==> src/rtl/issue_queue_scoreboard.sv <==
// Issue queue with a per-register pending-write scoreboard.
// Decode enqueues entries into a circular buffer; the head entry issues to
// one execute pipe once its sources have no outstanding writers and its
// destination counter is not saturated. Writeback completions retire
// pending writes.
module issue_queue_scoreboard #(
    parameter int p_depth        = 4,
    parameter int p_num_pipes    = 2,
    parameter int p_seq_num_bits = 8,
    parameter int p_cnt_bits     = 2
) (
    input  logic                           clk,
    input  logic                           rst,
    input  logic                           i_enq_val,
    output logic                           o_enq_rdy,
    input  logic [p_seq_num_bits-1:0]      i_enq_seq_num,
    input  logic [4:0]                     i_enq_rs1,
    input  logic [4:0]                     i_enq_rs2,
    input  logic [4:0]                     i_enq_rd,
    input  logic                           i_enq_rs1_en,
    input  logic                           i_enq_rs2_en,
    input  logic                           i_enq_wen,
    input  logic [p_num_pipes-1:0]         i_enq_pipe_mask,
    output logic [p_num_pipes-1:0]         o_iss_val,
    input  logic [p_num_pipes-1:0]         i_iss_rdy,
    output logic [p_seq_num_bits-1:0]      o_iss_seq_num,
    output logic [4:0]                     o_iss_rd,
    input  logic                           i_cmp_val,
    input  logic                           i_cmp_wen,
    input  logic [4:0]                     i_cmp_rd,
    input  logic                           i_flush,
    output logic [$clog2(p_depth+1)-1:0]   o_occupancy,
    output logic                           o_stall_raw,
    output logic                           o_stall_sat
);

    localparam int lp_ptr_bits = (p_depth > 1) ? $clog2(p_depth) : 1;
    localparam int lp_occ_bits = $clog2(p_depth + 1);

    localparam logic [lp_occ_bits-1:0] lp_full    = lp_occ_bits'(p_depth);
    localparam logic [lp_occ_bits-1:0] lp_occ_one = lp_occ_bits'(1);
    localparam logic [lp_ptr_bits-1:0] lp_last    = lp_ptr_bits'(p_depth - 1);
    localparam logic [lp_ptr_bits-1:0] lp_ptr_one = lp_ptr_bits'(1);
    localparam logic [p_cnt_bits-1:0]  lp_cnt_max = '1;
    localparam logic [p_cnt_bits-1:0]  lp_cnt_one = p_cnt_bits'(1);
    localparam logic [p_num_pipes-1:0] lp_pipe_one = p_num_pipes'(1);

    // Entry storage
    logic [p_seq_num_bits-1:0] r_seq     [p_depth];
    logic [4:0]                r_rs1     [p_depth];
    logic [4:0]                r_rs2     [p_depth];
    logic [4:0]                r_rd      [p_depth];
    logic                      r_rs1_en  [p_depth];
    logic                      r_rs2_en  [p_depth];
    logic                      r_wen     [p_depth];
    logic [p_num_pipes-1:0]    r_mask    [p_depth];

    // Queue bookkeeping
    logic [lp_ptr_bits-1:0]    r_head;
    logic [lp_ptr_bits-1:0]    r_tail;
    logic [lp_occ_bits-1:0]    r_count;

    // Outstanding writes per architectural register (entry 0 stays zero)
    logic [p_cnt_bits-1:0]     r_cnt [32];

    logic [4:0]                w_head_rs1;
    logic [4:0]                w_head_rs2;
    logic [4:0]                w_head_rd;
    logic                      w_head_rs1_en;
    logic                      w_head_rs2_en;
    logic                      w_head_wen;
    logic [p_num_pipes-1:0]    w_head_mask;
    logic                      w_head_valid;
    logic                      w_raw_rs1;
    logic                      w_raw_rs2;
    logic [p_num_pipes-1:0]    w_avail;
    logic [p_num_pipes-1:0]    w_avail_low;
    logic [p_num_pipes-1:0]    w_mask_low;
    logic [p_num_pipes-1:0]    w_sel;
    logic                      w_issue_ok;
    logic                      w_iss_fire;
    logic                      w_drop;
    logic                      w_deq;
    logic                      w_enq_fire;
    logic                      w_inc;
    logic                      w_dec;
    logic [31:0]               w_inc_vec;
    logic [31:0]               w_dec_vec;

    assign w_head_rs1    = r_rs1[r_head];
    assign w_head_rs2    = r_rs2[r_head];
    assign w_head_rd     = r_rd[r_head];
    assign w_head_rs1_en = r_rs1_en[r_head];
    assign w_head_rs2_en = r_rs2_en[r_head];
    assign w_head_wen    = r_wen[r_head];
    assign w_head_mask   = r_mask[r_head];
    assign w_head_valid  = (r_count != '0);

    assign w_raw_rs1 = w_head_rs1_en && (w_head_rs1 != 5'd0) && (r_cnt[w_head_rs1] != '0);
    assign w_raw_rs2 = w_head_rs2_en && (w_head_rs2 != 5'd0) && (r_cnt[w_head_rs2] != '0);

    assign o_stall_raw = w_head_valid && (w_raw_rs1 || w_raw_rs2);
    assign o_stall_sat = w_head_valid && w_head_wen && (w_head_rd != 5'd0)
                         && (r_cnt[w_head_rd] == lp_cnt_max);

    // Prefer the lowest ready capable pipe; otherwise wait on the lowest capable one
    assign w_avail     = w_head_mask & i_iss_rdy;
    assign w_avail_low = w_avail & (~w_avail + lp_pipe_one);
    assign w_mask_low  = w_head_mask & (~w_head_mask + lp_pipe_one);
    assign w_sel       = (w_avail != '0) ? w_avail_low : w_mask_low;

    assign w_issue_ok = w_head_valid && !o_stall_raw && !o_stall_sat && !i_flush
                        && (w_head_mask != '0);
    assign o_iss_val  = w_issue_ok ? w_sel : '0;
    assign w_iss_fire = |(o_iss_val & i_iss_rdy);

    // An entry no pipe can execute is discarded rather than blocking the queue
    assign w_drop = w_head_valid && (w_head_mask == '0) && !i_flush;
    assign w_deq  = w_iss_fire || w_drop;

    assign o_enq_rdy  = (r_count < lp_full) && !i_flush;
    assign w_enq_fire = i_enq_val && o_enq_rdy;

    assign w_inc     = w_iss_fire && w_head_wen && (w_head_rd != 5'd0);
    assign w_dec     = i_cmp_val && i_cmp_wen && (i_cmp_rd != 5'd0);
    assign w_inc_vec = w_inc ? (32'd1 << w_head_rd) : 32'd0;
    assign w_dec_vec = w_dec ? (32'd1 << i_cmp_rd) : 32'd0;

    assign o_iss_seq_num = r_seq[r_head];
    assign o_iss_rd      = w_head_rd;
    assign o_occupancy   = r_count;

    // Advance head/tail pointers and occupancy; flush empties the queue
    always_ff @(posedge clk) begin
        if (rst) begin
            r_head  <= '0;
            r_tail  <= '0;
            r_count <= '0;
        end else if (i_flush) begin
            r_head  <= '0;
            r_tail  <= '0;
            r_count <= '0;
        end else begin
            if (w_enq_fire) begin
                r_tail <= (r_tail == lp_last) ? '0 : r_tail + lp_ptr_one;
            end
            if (w_deq) begin
                r_head <= (r_head == lp_last) ? '0 : r_head + lp_ptr_one;
            end
            case ({w_enq_fire, w_deq})
                2'b10:   r_count <= r_count + lp_occ_one;
                2'b01:   r_count <= r_count - lp_occ_one;
                default: r_count <= r_count;
            endcase
        end
    end

    // Capture the accepted entry at the tail slot
    always_ff @(posedge clk) begin
        if (w_enq_fire) begin
            r_seq[r_tail]    <= i_enq_seq_num;
            r_rs1[r_tail]    <= i_enq_rs1;
            r_rs2[r_tail]    <= i_enq_rs2;
            r_rd[r_tail]     <= i_enq_rd;
            r_rs1_en[r_tail] <= i_enq_rs1_en;
            r_rs2_en[r_tail] <= i_enq_rs2_en;
            r_wen[r_tail]    <= i_enq_wen;
            r_mask[r_tail]   <= i_enq_pipe_mask;
        end
    end

    // Count issued writes up and completed writes down; a same-register hit cancels
    always_ff @(posedge clk) begin
        if (rst) begin
            for (int i = 0; i < 32; i++) begin
                r_cnt[i] <= '0;
            end
        end else begin
            for (int i = 0; i < 32; i++) begin
                if (w_inc_vec[i] && !w_dec_vec[i] && (r_cnt[i] != lp_cnt_max)) begin
                    r_cnt[i] <= r_cnt[i] + lp_cnt_one;
                end else if (w_dec_vec[i] && !w_inc_vec[i] && (r_cnt[i] != '0)) begin
                    r_cnt[i] <= r_cnt[i] - lp_cnt_one;
                end
            end
        end
    end

endmodule
==> config.mk <==
export PLATFORM = sky130hd
export DESIGN_NAME = issue_queue_scoreboard
export DESIGN_NICKNAME = d
export VERILOG_FILES = /design/src/rtl/issue_queue_scoreboard.sv
export SDC_FILE = /design/constraint.sdc
export NUM_CORES = 1
export LEC_CHECK = 0
export CORE_MARGIN = 2
export CORE_UTILIZATION = 55
export DETAILED_ROUTE_END_ITERATION = 6
export PLACE_DENSITY = 0.79
export SKIP_CTS_REPAIR_TIMING = 1
export SLEW_MARGIN = 5
export SYNTH_ARGS = -nofsm -noshare
export SYNTH_HDL_FRONTEND = slang
export SYNTH_SLANG_ARGS = --single-unit
==> constraint.sdc <==
create_clock -name clk -period 3.7 [get_ports clk]
set_input_delay 0.37 -clock clk [delete_from_list [all_inputs] [get_ports clk]]
set_output_delay 0.37 -clock clk [all_outputs]
set_load 0.01 [all_outputs]
==> results.json <==
{
  "hold_ws_ps": 505,
  "vias_per_cell": 6.82,
  "timing.rr.end": "o_occupancy[2]",
  "routedWlPerCell_um": 23.7,
  "critical_path_buf_inv_count": 6,
  "status": "complete, but fails checks",
  "die_y_um": 142,
  "setup_viol": 68,
  "clockBufferDepth": 2,
  "firstDrtPassIters": 6,
  "syn_avg_cell_area_um2": 11.5,
  "fin_tns_setup_ps": -5670,
  "final_cell_mix": "176 x edfxtp_1, 93 x nor2_1, 91 x buf_4",
  "critPathLaunchType": "register",
  "crit_family": "simple AND/OR/NAND/NOR gates",
  "path_cells": "buf_6 > mux4_2 > buf_12 > mux2i_1 > nor3_1 > o41ai_2 > a21boi_2 > nand4_1 > inv_2 > buf_4 > o32ai_4 > nand2_1 > inv_1 > ha_2 > inv_2 > fa_2 > xor2_1 > or3_1 > a21oi_1",
  "final_cell_area_mm2": 0.0131,
  "die_area_mm2": 0.0202,
  "hpwlAfterDp_mm": 20.8,
  "initialDrtViolationCount": 1194,
  "area_growth_syn_to_layout_pct": 25.5,
  "cts_buffers": 17,
  "finalNonFillerCells": 1298,
  "cts-root-buf": "clkbuf_16",
  "gp_congestion": 1.03,
  "clk_latency_ps": 460,
  "critical_path_required_ps": 4090,
  "dp_cells": 1238,
  "seq_area_frac_synth_pct": 52.2,
  "hold_path_class": "reg -> reg",
  "slowest_stage": "mux4_2",
  "use_met3_pct": 5.62,
  "met1_usage_pct": 40.0,
  "worstMarginPinSlew_ps": 1100,
  "grt.overflow.total": 0,
  "cp_common_cell": "inv_2",
  "cp.arrival_ps": 4360,
  "path_depth": 19,
  "place_ws_ps": -125,
  "tritoncts": "done",
  "antenna_found_initial": 0,
  "placed_cell_area_mm2": 0.0118,
  "core_area_mm2": 0.0187,
  "async_flop_share_pct": 0,
  "rows": 50,
  "drtAntennaViolNets": 0,
  "drive_gt1_share_pct": 26.5,
  "finalCritPeriodShare_pct": 107,
  "max-vdd-ir-drop_v": 0.000336,
  "yosys_warnings": 0,
  "max_slew_margin_pct": 26.8,
  "synth.distinct_cells": 75,
  "cts_sinks": 185,
  "finalWorstSetupSlack_ps": -275,
  "syn_area_mm2": 0.0105,
  "chipWidth_um": 142,
  "drt_wl_total_mm": 30.8,
  "via_count": 8849,
  "post-route-drc-count": 0,
  "cts.clk_slew.worst_paths_ps": 80,
  "synth_edf_count": 176,
  "synth_cells": 908,
  "grt_use_total_pct": 29.9,
  "rr_worst_depth": 19,
  "finalHoldViolCount": 0,
  "hold_start": "r_head[1]",
  "finalClockSkew_ps": 18.3,
  "io_pins": 62,
  "end_kind": "register",
  "rsz0062_at_grt": "true",
  "use_met2_pct": 47.3,
  "final_common_cell": "edfxtp_1",
  "max-cap-violations": 0,
  "nets": 1101,
  "top_usage_layer": "met2",
  "violations": "negative setup slack",
  "antenna_cells": 0,
  "ys_ff_latch": 185,
  "synth_ff_type": "edfxtp_1",
  "fin_crit_ps": 3980,
  "whs_path_depth": 2,
  "critical_path_class": "reg -> reg",
  "path_max_fanout": 6,
  "port_buffers": 61,
  "htree_levels": 4,
  "leakage_nw": 4.57,
  "max_freq_ghz": 0.252,
  "powerDensity_mw_per_mm2": 373,
  "start_util_pct": 56.0,
  "grt_start_max_net_pins": 60,
  "rrSetupSlack_ps": -280,
  "grt_pass1_wl_mm": 45.8,
  "cpPeakStageDelay_ps": 570,
  "drv_slew": 0,
  "grt_pass1_vias": 8333
}
## worst max-delay path by stage
stage	startpoint	to	slack, ps
2_1_floorplan	register	o_occupancy[2]	-120
3_3_place_gp	register	o_occupancy[2]	-50
3_5_place_dp	register	o_occupancy[2]	-120
4_1_cts	register	o_iss_val[1]	-620
5_1_grt	register	o_occupancy[2]	-370
6_report	register	o_occupancy[2]	-280
## report_power, final
| group | internal (mW) | switching, mW |
|---|---|---|
| Clock | 0.927 | 0.959 |
| Combinational | 0.261 | 0.340 |
| Sequential | 2.35 | 0.0581 |
## per-stage QoR
stage | total power, mW | utilization [%]
2_1_floorplan | 2.73 | -
3_3_place_gp | 2.95 | 63.2
3_5_place_dp | 2.96 | 63.2
4_1_cts | 4.80 | 66.5
5_1_grt | 5.02 | 70.3
6_report | 4.90 | 70.3
## logic make-up (layout without fill, tap and decap cells)
| group | count (synthesis) | in the layout | share of synthesized area, % |
|---|---|---|---|
| DFF | 185 | 185 | 52.2 |
| AOI/OAI and AO/OA | 170 | 170 | 12.1 |
| adders and majority gates | 9 | 9 | 1.15 |
| xor gates and xnor gates | 14 | 14 | 1.17 |
| other | 1 | 2 | 0.0358 |
| buffers and inverters | 70 | 225 | 3.25 |
| muxes | 78 | 78 | 11.8 |
| and+or+nand+nor | 381 | 381 | 18.3 |
## synthesized netlist by cell type (all sizes together), types with 10 or more instances
library cell,n,area share (%)
nand4,15,0.90
nor3,41,2.2
inv,20,0.72
a2111oi,13,1.3
nor2b,19,1.1
o2111ai,13,1.1
nand3,54,2.6
xor2,11,0.92
o21ai,26,1.2
a311oi,12,1.0
a21oi,32,1.5
nand2b,12,0.74
clkbuf,25,0.90
a2111o,10,1.1
mux2i,36,3.4
mux4,35,7.6
or2,10,0.60
o211ai,16,1.2
or4,14,1.0
nor2,96,3.4
buf,25,1.6
nand2,77,2.8
edfxtp,176,50
## area by class of cell
class | count | area (um^2)
Multi-Input combinational cell | 654 | 5080
Inverter | 20 | 75.1
Timing Repair Buffer | 173 | 1610
Tap cell | 234 | 293
Fill cell | 1265 | 5560
Clock buffer | 17 | 425
Clock inverter | 15 | 191
Sequential cell | 185 | 5470
## worst reg2reg max path, cell delays in order, from the launching register on
cell      delay, ps
dfxtp_4         390
buf_6           110
mux4_2          570
buf_12          180
mux2i_1         170
nor3_1          220
o41ai_2         100
a21boi_2        160
nand4_1         150
inv_2            80
buf_4           150
o32ai_4         270
nand2_1         110
inv_1            70
ha_2            180
inv_2            40
fa_2            350
xor2_1          150
or3_1           310
a21oi_1         140
## state kept, by name (all words and copies together) (netlist names), 3 cells and up, named ones only
register,flops
r_cnt,64
r_rs2,20
r_rd,20
r_mask,8
r_seq,32
r_rs2_en,4
r_rs1,20
o_occupancy,3
r_wen,4
r_rs1_en,4
## layer usage
metal | share of wire (%) | wire length, um | vias up
met1 | 38 | 11700 | 4297
met4 | 4.5 | 1390 | 0
met2 | 47 | 14600 | 567
met5 | 0 | 0 | -
li1 | - | - | 3867
met3 | 10 | 3110 | 118
Power figures use the tool's default switching activity.
